--- src/rtl/input_conditioner.sv ---
// Multi-channel input conditioner: synchronizer chain, per-channel debounce,
// registered rise/fall/edge pulses and sticky event flags with per-channel clear.
module input_conditioner #(
    parameter int N          = 4,
    parameter int STAGES     = 3,
    parameter int DEB_CYCLES = 16,
    parameter int EDGE_MODE  = 2
) (
    input  logic         clk,
    input  logic         rst,
    input  logic [N-1:0] data_in,
    input  logic [N-1:0] clear,
    output logic [N-1:0] level_out,
    output logic [N-1:0] rise_out,
    output logic [N-1:0] fall_out,
    output logic [N-1:0] edge_out,
    output logic [N-1:0] flags,
    output logic         irq
);

    localparam int CW = (DEB_CYCLES > 0) ? $clog2(DEB_CYCLES + 1) : 1;

    logic [N-1:0] w_sync;
    logic [N-1:0] w_level;
    logic [N-1:0] w_rise_next;
    logic [N-1:0] w_fall_next;
    logic [N-1:0] w_edge_next;

    logic [N-1:0] r_level_prev;
    logic [N-1:0] r_rise;
    logic [N-1:0] r_fall;
    logic [N-1:0] r_edge;
    logic [N-1:0] r_flags;

    genvar gi;
    generate
        for (gi = 0; gi < N; gi++) begin : g_ch
            logic [STAGES-1:0] r_sync;

            always_ff @(posedge clk) begin
                if (rst) begin
                    r_sync <= '0;
                end else begin
                    r_sync <= {r_sync[STAGES-2:0], data_in[gi]};
                end
            end

            assign w_sync[gi] = r_sync[STAGES-1];

            if (DEB_CYCLES > 0) begin : g_deb
                localparam logic [CW-1:0] LAST = CW'(DEB_CYCLES - 1);
                logic [CW-1:0] r_count;
                logic          r_level;

                // Level is accepted only after DEB_CYCLES consecutive deviating samples.
                always_ff @(posedge clk) begin
                    if (rst) begin
                        r_count <= '0;
                        r_level <= 1'b0;
                    end else if (w_sync[gi] == r_level) begin
                        r_count <= '0;
                    end else if (r_count == LAST) begin
                        r_level <= w_sync[gi];
                        r_count <= '0;
                    end else begin
                        r_count <= r_count + CW'(1);
                    end
                end

                assign w_level[gi] = r_level;
            end else begin : g_bypass
                logic r_level;

                always_ff @(posedge clk) begin
                    if (rst) begin
                        r_level <= 1'b0;
                    end else begin
                        r_level <= w_sync[gi];
                    end
                end

                assign w_level[gi] = r_level;
            end
        end

        if (EDGE_MODE == 0) begin : g_edge_rise
            assign w_edge_next = w_rise_next;
        end else if (EDGE_MODE == 1) begin : g_edge_fall
            assign w_edge_next = w_fall_next;
        end else begin : g_edge_both
            assign w_edge_next = w_rise_next | w_fall_next;
        end
    endgenerate

    assign w_rise_next = w_level & ~r_level_prev;
    assign w_fall_next = ~w_level & r_level_prev;

    // Flags use the pulse being registered this edge, so set beats a same-edge clear.
    always_ff @(posedge clk) begin
        if (rst) begin
            r_level_prev <= '0;
            r_rise       <= '0;
            r_fall       <= '0;
            r_edge       <= '0;
            r_flags      <= '0;
        end else begin
            r_level_prev <= w_level;
            r_rise       <= w_rise_next;
            r_fall       <= w_fall_next;
            r_edge       <= w_edge_next;
            r_flags      <= w_edge_next | (r_flags & ~clear);
        end
    end

    assign level_out = w_level;
    assign rise_out  = r_rise;
    assign fall_out  = r_fall;
    assign edge_out  = r_edge;
    assign flags     = r_flags;
    assign irq       = |r_flags;

endmodule

--- config.mk ---
export PLATFORM = sky130hd
export DESIGN_NAME = input_conditioner
export DESIGN_NICKNAME = d
export VERILOG_FILES = /design/src/rtl/input_conditioner.sv
export SDC_FILE = /design/constraint.sdc
export NUM_CORES = 1
export LEC_CHECK = 0
export ABC_AREA = 1
export CORE_ASPECT_RATIO = 1.1
export CORE_MARGIN = 2
export CORE_UTILIZATION = 47
export DETAILED_ROUTE_END_ITERATION = 6
export HOLD_SLACK_MARGIN = 0.15
export MAX_ROUTING_LAYER = met4
export PLACE_DENSITY = 0.74
export SYNTH_ARGS = -nofsm -noshare
export SYNTH_HDL_FRONTEND = slang
export SYNTH_SLANG_ARGS = --single-unit
--- constraint.sdc ---
create_clock -name clk -period 1.3 [get_ports clk]
set_input_delay 0.13 -clock clk [delete_from_list [all_inputs] [get_ports clk]]
set_output_delay 0.13 -clock clk [all_outputs]
set_load 0.02 [all_outputs]
[Yosys cells after proc, flatten, opt, wreduce, memory -nomap -nowiden]
Index checks and enable logic that the tools add are counted.
Operators by class
  reductions and logical operators: 9
  bitwise operators: 12
  $add $sub $neg: 4
  eq/ne operators: 8
Operators by type and width (number)
  adder 5 x 1 -> 5 bit, second input constant: 4
  equality test 5 x 4 -> 1 bit, second input constant: 4
  AND 4 bit: 3
  inverter 4 bit: 3
  OR reduction 3 bit: 4
  bitwise OR 4 bit: 2
  AND reduction 2 bit: 4
  equality test 1 bit: 4
  inverter 1 bit: 4
  OR reduction 4 bit: 1
Storage, ports and cells
  register bits: 56
  input port bits: 10
  output and inout port bits: 21

[Longest topological paths before layout]
  depth in word-level cells: 4
  depth in mapped cells: 7
  gate-level depth less buffers: 7

[Worst setup path after synthesis]
Ideal clock, no wire load.
  path kind: register -> register
  start: register g_ch[0].g_deb.r_count[0]
  end: register g_ch[0].g_deb.r_count[3]
  arrival: 1.154 ns
  setup slack: 0.080 ns
  buffers on the path: 0
  stages on the path, launching flop included: 8
  setup time: 0.066 ns
  required time: 1.234 ns
  cell sequence: dfxtp_1 ha_1 nand2_1 nor2_1 ha_1 nor2_4 nand3_2 a21oi_2
On the way
  longest elaborated chain between the ends: 2
  elaborated cells on any way between the ends: 3
RTL lines
  start: declaration: RTL line 52  | logic [CW-1:0] r_count;
  start signal: assignment: RTL line 66  | r_count <= r_count + CW'(1);
  branches (longest 2 deep; another with adder 5 x 1 -> 5 bit)
Parallel ways; which one is timed is not known.
A chain may end at the register's enable or synchronous reset.

[Final worst setup path]
  start: register g_ch[1].g_deb.r_count[1]
  end: register g_ch[1].g_deb.r_level
On the way
  longest elaborated chain between the ends: 2
RTL lines
  start: declaration: RTL line 52
  start signal: assignment: RTL line 66
  equality test 5 x 4 -> 1 bit: RTL line 62  | end else if (r_count == LAST) begin
  AND reduction 2 bit (no source line)
  end signal: assignment: RTL line 63  | r_level <= w_sync[gi];
  end: declaration: RTL line 53  | logic r_level;
No other way between the ends.

==> metrics.csv <==
metric,value,unit
yosysTopAreaCellShare,53.72,%
cp-end-kind,register,
yosys_register_bits,56,
synthXorXnorAreaFrac,1.679,%
timing.rr.start,g_ch[1].g_deb.r_count[1],
layout.nets,301,
grt_max_degree,20,
r2r_setup_slack,60,ps
port_buffers,30,
yosysSeqAreaShare,53.72,%
synthAdderAreaFrac,9.592,%
die_y,73.89,µm
firstDrtPassIters,4,
p_per_area,1124,nW/µm²
reg2regPathDepth,6,
vias,1482,
synth_ff_type,dfxtp_1,
worst_pin_slew,222.8,ps
netlist_area,2087,µm²
synth_compound_area_share,5.396,%
place_congestion,0.7340,
clock_skew,8.043,ps
yosysWarnings,0,
area_delta_synth_final,26.02,%
synth_top_family_by_area,simple AND/OR/NAND/NOR gates,
initialDrtViolationCount,66,
antennaDiodeCount,0,
crit_top_cell,ha_2,
min_period,1237,ps
critPathKind,register to register,
cts_tree,done,
antenna_found_initial,0,
synthTopCellsByCount,"56 x dfxtp_1, 52 x nor2_1, 47 x inv_1, 19 x nand2_1, 16 x ha_1",
io_pins,31,
max_cap_viol_count,0,
syn-num-nets,262,
crit_chain,ha_2 > nand2_1 > nor2_2 > ha_2 > o21ai_0 > a21oi_1,
r2r-end,g_ch[1].g_deb.r_level,
worst_ep_required_time,1530,ps
die_w,67.54,µm
totalWireLength,3425,µm
setup_violations,0,
ctsHoldBuffers,0,
clockBufferDepth,2,
drc,0,
die_area,4990,µm²
hp-class,input port to register,
track_usage,15.29,%
muxShareOfSynthArea,0,%
routedWlPerCell,10.38,µm
drtAntennaViolNets,0,
finalMaxSlewViolations,0,
cp.arrival,1470,ps
finalWorstSetupSlack,63.21,ps
crit_fanout,3,
num_rows,25,
synth-simple-area-share,17.57,%
avgSynthCellArea,8.843,µm²
finalHoldViolations,0,
worstHoldPathCells,3,
post-dp-hpwl,2453,µm
hold_start,data_in[0],
fin_util,61.37,%
slew_headroom,85.20,%
pre_cts_ws,-8.987,ps
synthArstFlopShare,0,%
synth.largest_area_cell,dfxtp_1,
cts_root_buf,clkbuf_8,
vdd_drop_max,0.5886,mV
synth-edff-count,0,
cp-start-kind,register,
start_util,48.70,%
cts.sinks,56,
synth.top_cells.by_area,"dfxtp_1 54%, ha_1 9.6%, nor2_1 9.4%, inv_1 8.5%, nand2_1 3.4%",
ys_types,17,
status,finished clean,
p_leak,1.128,nW
yosysMostFrequentCell,dfxtp_1,
finalCritPeriodShare,95.14,%
cts_buffers,5,
grt_overflow_total,0,
viasPerCell,4.491,
crit_path_max_incr_delay,350,ps
cts.clk_slew.worst_paths,100,ps
synthCells,236,
grt_pass1_vias,1347,
grt_pass1_wl,5478,µm
drive_gt1_share,19.57,%
core_area,4285,µm²
fmax,0.8085,GHz
htreeDepth,2,
clock_latency,300,ps
hold_end,g_ch[0].r_sync[0],
worst_path_max_delay_cell,dfxtp_2,
[flip-flops by register name, indices dropped and copies added (netlist names)]
name	flops
g_ch.g_deb.r_count	20
rise_out	4
edge_out	4
fall_out	4
r_level_prev	4
g_ch.g_deb.r_level	4
g_ch.r_sync	12
flags	4
[metal layers]
layer,part of all wire (%),global-route usage (%),vias up
met5,0,-,-
li1,-,-,777
met2,52,26.03,27
met1,43,16.41,676
met3,3.9,4.747,2
met4,0.73,5.896,0
[kinds of logic (layout without fill, tap and decap cells)]
| family | Yosys count | in the layout |
|---|---|---|
| XOR/XNOR | 4 | 4 |
| adder cells (fa/ha/maj) | 16 | 16 |
| AO/OA/AOI/OAI | 18 | 18 |
| AND/OR/NAND/NOR | 85 | 85 |
| flip-flops | 56 | 56 |
| buffers and inverters | 57 | 97 |
[final cells by class]
class                   count  area [µm²]
multi-input cells         123       759.5
repair buffers             40       374.1
clock buffers               5       68.82
fillers                   376        1655
inverters                  49       183.9
flip-flops and latches     56        1134
well taps                  54       67.56
clock inverters             3       42.54
[how the worst max path moves through the flow]
stage / from / to / cells past startpoint
finish: g_ch[1].g_deb.r_count[1] / g_ch[1].g_deb.r_level / 6
global route: flags[1] / irq / 3
detailed placement: g_ch[0].g_deb.r_count[0] / g_ch[0].g_deb.r_count[0] / 7
global placement: g_ch[1].g_deb.r_count[0] / g_ch[1].g_deb.r_count[3] / 7
floorplan: g_ch[0].g_deb.r_count[0] / g_ch[0].g_deb.r_count[3] / 7
CTS: flags[1] / irq / 3
[power breakdown]
| group | switching, mW | internal (mW) |
|---|---|---|
| clock network | 0.541 | 0.571 |
| logic | 0.0496 | 0.0571 |
| registers | 0.00628 | 1.73 |
[worst max-delay path: cells and delay by family (launching register included)]
| family | cells | cell delay, ps |
|---|---|---|
| AOI/OAI and AO/OA | 2 | 250 |
| adders and majority gates | 2 | 410 |
| DFF | 1 | 350 |
| and+or+nand+nor | 2 | 160 |
[cell usage in the layout, fill, tap and decap left out]
cell type,count
a21oi_1,8
a21oi_2,6
buf_12,2
buf_4,8
bufinv_16,1
clkbuf_8,5
clkdlybuf4s50_1,9
clkinv_2,1
clkinvlp_4,1
dfxtp_1,46
dfxtp_2,10
dlygate4sd2_1,21
ha_1,8
ha_2,8
inv_1,47
inv_2,2
nand2_1,19
nand2_2,2
nand3_1,4
nand3_4,2
nand4_1,4
nor2_1,48
nor2_2,4
nor2_4,2
o21ai_0,4
xnor2_1,4
[stage by stage]
step                TNS (ps)  std cells  hold WS (ps)  area, µm²  power [mW]
floorplan                  0        236         237.0       2087       1.831
finish                     0        330         339.7       2630       2.956
global route          -5.724        330         336.6       2630       3.065
detailed placement    -8.987        321         393.0       2480       1.880
global placement           0        321         390.2       2480       1.878
CTS                        0        329         326.4       2577       2.986
[repair_timing]
| item | 4_1_cts | 5_1_grt |
|---|---|---|
| buffers inserted | 0 | 1 |
| setup endpoints to repair | 28 | 25 |
| pin swaps | 1 | 5 |
| resized for setup | 24 | 21 |
Note: power is estimated with default switching activity, not from simulation.
